File: src/rtl/hazard_ctrl.sv
// Hazard/stall controller for the 5-stage LC-3b pipeline: EX/MEM/WB tags, forwarding selects, stall/flush sequencing.
// Define HAZ_PERF_CNT_EN to build the saturating stall/flush performance counters.
module hazard_ctrl #(
    parameter int CNT_W = 16
) (
    input  logic             clk,
    input  logic             rst,
    input  logic             id_valid,
    input  logic [2:0]       id_sr1,
    input  logic [2:0]       id_sr2,
    input  logic             id_use_sr1,
    input  logic             id_use_sr2,
    input  logic [2:0]       id_dest,
    input  logic             id_regwrite,
    input  logic             id_is_load,
    input  logic             imem_resp,
    input  logic             dmem_req,
    input  logic             dmem_resp,
    input  logic             br_taken,
    output logic [1:0]       fwd_a,
    output logic [1:0]       fwd_b,
    output logic             stall_if,
    output logic             stall_id,
    output logic             if_bubble,
    output logic             bubble_ex,
    output logic             freeze,
    output logic             flush,
    output logic [CNT_W-1:0] stall_cnt,
    output logic [CNT_W-1:0] flush_cnt
);

    typedef enum logic [1:0] {
        RUN      = 2'd0,
        LD_STALL = 2'd1,
        MEM_WAIT = 2'd2,
        FLUSH    = 2'd3
    } state_t;

    typedef struct packed {
        logic       v;
        logic [2:0] dest;
        logic       rw;
        logic       ld;
    } tag_t;

    typedef struct packed {
        logic       v;
        logic [2:0] dest;
        logic       rw;
    } wb_tag_t;

    state_t  state_q, state_d;
    tag_t    ex_q, ex_d, mem_q, mem_d;
    wb_tag_t wb_q, wb_d;

    logic freeze_c, flush_c, lu_c, miss_c, load_use_c;
    logic [1:0] fwd_a_c, fwd_b_c;

    function automatic logic tag_hit(input logic v, input logic rw,
                                     input logic [2:0] dest, input logic [2:0] r);
        return v & rw & (dest == r);
    endfunction

    function automatic logic [1:0] fwd_sel(input logic use_src, input logic [2:0] r,
                                           input tag_t ex, input tag_t mem, input wb_tag_t wb);
        logic [1:0] sel;
        sel = 2'd0;
        if (use_src) begin
            if (tag_hit(ex.v, ex.rw, ex.dest, r))
                sel = 2'd1;
            else if (tag_hit(mem.v, mem.rw, mem.dest, r))
                sel = 2'd2;
            else if (tag_hit(wb.v, wb.rw, wb.dest, r))
                sel = 2'd3;
        end
        return sel;
    endfunction

    // Event detection with priority freeze > flush > load-use > fetch miss.
    always_comb begin
        load_use_c = id_valid & ex_q.ld &
                     ((id_use_sr1 & tag_hit(ex_q.v, ex_q.rw, ex_q.dest, id_sr1)) |
                      (id_use_sr2 & tag_hit(ex_q.v, ex_q.rw, ex_q.dest, id_sr2)));
        freeze_c   = dmem_req & ~dmem_resp;
        flush_c    = br_taken & mem_q.v & ~freeze_c;
        lu_c       = load_use_c & ~freeze_c & ~flush_c;
        miss_c     = ~imem_resp & ~freeze_c & ~flush_c & ~lu_c;
        fwd_a_c    = fwd_sel(id_use_sr1, id_sr1, ex_q, mem_q, wb_q);
        fwd_b_c    = fwd_sel(id_use_sr2, id_sr2, ex_q, mem_q, wb_q);
    end

    // Outputs are forced quiet while reset is held, since reset is asynchronous.
    always_comb begin
        fwd_a     = rst ? 2'd0 : fwd_a_c;
        fwd_b     = rst ? 2'd0 : fwd_b_c;
        freeze    = ~rst & freeze_c;
        flush     = ~rst & flush_c;
        stall_if  = ~rst & (freeze_c | lu_c);
        stall_id  = ~rst & (freeze_c | lu_c);
        bubble_ex = ~rst & lu_c;
        if_bubble = ~rst & (flush_c | miss_c);
    end

    always_comb begin
        ex_d  = ex_q;
        mem_d = mem_q;
        wb_d  = wb_q;
        if (!freeze_c) begin
            wb_d  = '{v: mem_q.v, dest: mem_q.dest, rw: mem_q.rw};
            mem_d = flush_c ? '0 : ex_q;
            if (lu_c || flush_c || !id_valid)
                ex_d = '0;
            else
                ex_d = '{v: 1'b1, dest: id_dest, rw: id_regwrite, ld: id_is_load};
        end
    end

    always_comb begin
        state_d = state_q;
        case (state_q)
            RUN: begin
                if (freeze_c)
                    state_d = MEM_WAIT;
                else if (flush_c)
                    state_d = FLUSH;
                else if (lu_c)
                    state_d = LD_STALL;
            end
            MEM_WAIT: state_d = freeze_c ? MEM_WAIT : RUN;
            LD_STALL: state_d = RUN;
            FLUSH:    state_d = RUN;
            default:  state_d = RUN;
        endcase
    end

    always_ff @(posedge clk or posedge rst) begin
        if (rst) begin
            state_q <= RUN;
            ex_q    <= '0;
            mem_q   <= '0;
            wb_q    <= '0;
        end else begin
            state_q <= state_d;
            ex_q    <= ex_d;
            mem_q   <= mem_d;
            wb_q    <= wb_d;
        end
    end

`ifdef HAZ_PERF_CNT_EN
    logic [CNT_W-1:0] stall_cnt_q, stall_cnt_d, flush_cnt_q, flush_cnt_d;

    // Counters stick at all-ones rather than wrapping.
    always_comb begin
        stall_cnt_d = stall_cnt_q;
        flush_cnt_d = flush_cnt_q;
        if ((freeze_c || lu_c) && !(&stall_cnt_q))
            stall_cnt_d = stall_cnt_q + CNT_W'(1);
        if (flush_c && !(&flush_cnt_q))
            flush_cnt_d = flush_cnt_q + CNT_W'(1);
    end

    always_ff @(posedge clk or posedge rst) begin
        if (rst) begin
            stall_cnt_q <= '0;
            flush_cnt_q <= '0;
        end else begin
            stall_cnt_q <= stall_cnt_d;
            flush_cnt_q <= flush_cnt_d;
        end
    end

    assign stall_cnt = stall_cnt_q;
    assign flush_cnt = flush_cnt_q;
`else
    assign stall_cnt = '0;
    assign flush_cnt = '0;
`endif

endmodule

File: config.mk
export PLATFORM = sky130hd
export DESIGN_NAME = hazard_ctrl
export DESIGN_NICKNAME = d
export VERILOG_FILES = /design/src/rtl/hazard_ctrl.sv
export SDC_FILE = /design/constraint.sdc
export NUM_CORES = 1
export LEC_CHECK = 0
export BUFFER_PORTS_ARGS = -buffer_cell sky130_fd_sc_hd__buf_2
export CELL_PAD_IN_SITES_DETAIL_PLACEMENT = 0
export CELL_PAD_IN_SITES_GLOBAL_PLACEMENT = 1
export CORE_AREA = 2 2 62 64
export CTS_BUF_LIST = sky130_fd_sc_hd__clkbuf_8
export DETAILED_ROUTE_END_ITERATION = 10
export DIE_AREA = 0 0 64 66
export PLACE_DENSITY_LB_ADDON = 0.1
export SLEW_MARGIN = 20
export SYNTH_ARGS = -nofsm -noshare
export SYNTH_HDL_FRONTEND = slang
export SYNTH_SLANG_ARGS = --single-unit
File: constraint.sdc
create_clock -name clk -period 2.7 [get_ports clk]
set_input_delay 0.54 -clock clk [delete_from_list [all_inputs] [get_ports clk]]
set_output_delay 0.54 -clock clk [all_outputs]
set_load 0.05 [all_outputs]
After elaboration in Yosys (flattened, before gate mapping)
Cells that the tools add are included.

Register bits after elaboration: 16. Bits in latches: 0. Memory bits (writable): 0. Memory bits (read-only): 0. Word-level logic and storage cells: 66. Memories kept: 0.

Add/sub/neg operators: 0. Multipliers: 0. Divide/modulo/power cells: 0. $lt $le $gt $ge: 0. Equal/unequal tests: 6. Shift-type cells: 0. Multiplexer cells: 12. Bitwise logic cells: 35. Reduce and logical (&&, ||, !) cells: 3.

Operator list (number): 1-bit bitwise AND (26); 2-bit 2-to-1 mux (10); 3-bit == test (6); 6-bit 2-to-1 mux (2); 1-bit NOT (6); 1-bit bitwise OR (3); 1-bit logical OR (2); 1-bit zero test (1).

Logic depth before layout (Yosys ltp)
Depth after elaboration: 11. Mapped depth: 5. Gate-level depth less buffers: 4.

Least setup slack after synthesis
Ideal clock, no wire load.

Path type: input to output. Start: input port rst. End: output port fwd_a[1]. Data arrival time: 2198 ps. Data required time: 2160 ps. Setup slack: -38 ps. Stages on the path: 3. Buffers on the path: 0. Cells stage by stage: inv_1 nand2_1 nor3_1.

Word-level cells in the longest chain between the ends: 1.

Ends and longest elaborated chain: from (decl) (line 7) `input logic rst,`; 2-bit 2-to-1 mux (line 94) `fwd_a = rst ? 2'd0 : fwd_a_c;`; to (decl) (line 20) `output logic [1:0] fwd_a,`.

Every way passes these cells.

Worst setup path in the final report
Start: input port id_sr1[1]. End: output port bubble_ex.

Word-level cells in the longest chain between the ends: 8.

Ends and longest elaborated chain: from (decl) (line 9) `input logic [2:0] id_sr1,`; 3-bit == test (line 61) `return v & rw & (dest == r);`; 1-bit bitwise AND (line 61); 1-bit bitwise AND (line 82) `((id_use_sr1 & tag_hit(ex_q.v, ex_q.rw, ex_q.dest, id_sr1)) |`; 1-bit bitwise OR (line 82); 1-bit bitwise AND (line 81) `load_use_c = id_valid & ex_q.ld &`; 1-bit bitwise AND (2 in series) (line 86) `lu_c = load_use_c & ~freeze_c & ~flush_c;`; 1-bit bitwise AND (line 100) `bubble_ex = ~rst & lu_c;`; to (decl) (line 25) `output logic bubble_ex,`.

Every way passes these cells.

==> flow_summary.json <==
{
  "pwr-share-seq": 0.397,
  "dieWidth_um": 64,
  "start_kind": "input port",
  "relSlewSlack": 0.670,
  "cts_hold_buf": 0,
  "irDropWorstVdd_mv": 0.184,
  "first_pass_iters": 4,
  "clkLatencyLatePin_ps": 250,
  "final_util": 0.389,
  "ys_types": 25,
  "syn_inst": 149,
  "fin_tns_setup_ps": 0,
  "grt_overflow": 0,
  "synth-seq-cells": 16,
  "port_buffers": 29,
  "placed_cells": 222,
  "gp_congestion": 0.798,
  "yosysSeqAreaShare": 0.320,
  "grt_max_degree": 18,
  "synth_area_leaders": "dfrtp_1 (32%), buf_4 (20%), xor2_1 (13%), nand2_1 (8.7%), nor4_1 (4.0%)",
  "final_cells": 226,
  "endpoint_kind": "output port",
  "grt_pass1_wl_um": 4270,
  "yosys_warnings": 0,
  "cp_slowest_cell": "nor4_1",
  "power_switching_uw": 288,
  "hpwl_um": 2110,
  "r2r_cells": 4,
  "design.die.area_um2": 4220,
  "drive_gt1_frac": 0.230,
  "row_count": 22,
  "final_nets": 199,
  "critPathKind": "in -> out",
  "timing.final.crit_share": 0.895,
  "critPathMaxStageDelay_ps": 290,
  "postCtsSetupBuffers": 0,
  "leakage_nw": 0.725,
  "fp.dieH_um": 66,
  "drv_cap": 0,
  "cts_tree": "done",
  "io_pins": 62,
  "cts_resized": 0,
  "switching_share": 0.392,
  "yosysTopAreaCell": "dfrtp_1",
  "worst_pin_slew_ps": 490,
  "routedWlPerCell_um": 11.3,
  "path_common_cell": "buf_2",
  "min_period_ps": 2420,
  "hold_violations": 0,
  "h-tree-depth": 1,
  "cts_made_buffers": 3,
  "synth_top_area_frac": 0.320,
  "finalClockSkew_ps": 1.07,
  "final_max_slew_viol_count": 0,
  "diodes": 0,
  "grt_pass1_vias": 952,
  "antenna_found_initial": 0,
  "start_util": 0.352,
  "critical_path_arrival_ps": 1880,
  "reg2reg_from": "ex_q[3]",
  "avgSynthCellArea_um2": 8.39,
  "num_vias": 988,
  "track_usage": 0.132,
  "core_area_um2": 3550,
  "drt_drc_violations_left": 0,
  "hp-class": "in -> async",
  "power_density_nw_per_um2": 531,
  "clockPowerShare": 0.290,
  "finalSetupViolations": 0,
  "rsz0062_at_grt": "no",
  "drt-initial-drc-count": 45,
  "area_delta_synth_final_pct": 10.4,
  "status": "finished, final reports clean",
  "synth_area_um2": 1250,
  "clkTransAtPathRegs_ps": 60,
  "final_common_cell": "conb_1",
  "critPathMaxFanout": 9,
  "clk_root_buffer_cell": "clkbuf_8",
  "vias_per_cell": 4.37,
  "r2r_setup_slack_ps": 1280,
  "clock_path_buffers": 2,
  "critPathRequiredTime_ps": 2160,
  "ant_nets": 0,
  "fmax_ghz": 0.414,
  "internal-power_uw": 446,
  "clock-sinks": 16,
  "power_frac_comb": 0.313,
  "drt_wl_total_um": 2560,
  "timing.rr.end": "ex_q[3]",
  "final_cell_mix": "conb_1 (32), nand2_1 (29), buf_2 (29)",
  "path_cells": "buf_2 -> xor2_1 -> nor4_1 -> o21a_2 -> and4_1 -> buf_2"
}
stage by stage:
| stage | total power, mW | setup WS (ps) | hold WS, ps | area (µm²) |
|---|---|---|---|---|
| CTS | 0.738 | 264 | 209 | 1380 |
| finish | 0.733 | 282 | 210 | 1380 |
| floorplan | 0.517 | 7.12 | 439 | 1380 |
| global route | 0.771 | 142 | 230 | 1380 |
| global placement | 0.524 | 293 | 451 | 1330 |
| detailed placement | 0.525 | 279 | 456 | 1330 |
how the worst max path moves through the flow:
stage / from / end / slack (ps) / cells after the start
floorplan: dmem_resp / stall_if / 7 / 5
global placement: id_sr1[1] / bubble_ex / 290 / 6
global route: ex_q[3] / bubble_ex / 140 / 5
detailed placement: id_sr1[1] / bubble_ex / 280 / 6
CTS: ex_q[3] / bubble_ex / 260 / 5
finish: id_sr1[1] / bubble_ex / 280 / 6
critical path: cells and delay by family:
family,cells,cell delay (ps)
compound gates,1,280
xor+xnor,1,170
buf+inv,2,390
simple gates,2,500
logic make-up (layout without fill, tap and decap cells):
kind of cell,after synthesis,in the layout,share of synthesized area
AND/OR/NAND/NOR,58,58,0.215
buffers and inverters,39,37,0.226
XOR/XNOR,18,18,0.126
AO/OA/AOI/OAI,17,17,0.109
flip-flops,16,16,0.320
other,1,32,0.00300
power by group through the flow:
| stage | Sequential (mW) | Combinational, mW | Clock, mW |
|---|---|---|---|
| 2_1_floorplan | 0.290 | 0.228 | 0 |
| 5_1_grt | 0.296 | 0.249 | 0.226 |
| 3_3_place_gp | 0.296 | 0.228 | 0 |
| 3_5_place_dp | 0.296 | 0.229 | 0 |
| 6_report | 0.291 | 0.230 | 0.212 |
| 4_1_cts | 0.291 | 0.230 | 0.217 |
sequential cells by signal (all words and copies together) (netlist names):
register,flops
mem_q,5
wb_q,5
ex_q,6
Yosys cell counts (all sizes together):
cell type,n
xor2,18
a32oi,4
nor4,8
conb,1
clkbuf,2
and4,1
nor2,6
nand3,7
o21ai,2
or4,2
a22o,5
a31o,1
nor2b,1
a21oi,3
nand2b,1
and2,1
buf,36
nor3,2
dfrtp,16
nand2,29
a221oi,1
inv,1
o21a,1
layer usage:
metal / global-route usage / wire [µm]
met1: 0.172 / 1280
met3: 0.0239 / 163
met4: 0.0571 / 35
met2: 0.215 / 1080
met5: 0 / 0
cell type report:
class,count,area (µm²)
Multi-Input combinational cell,125,693
Timing Repair Buffer,32,168
Inverter,1,3.75
Sequential cell,16,400
Tap cell,48,60.1
Fill cell,406,2170
Clock buffer,4,55.1
Note: power is estimated with default switching activity, not from simulation.
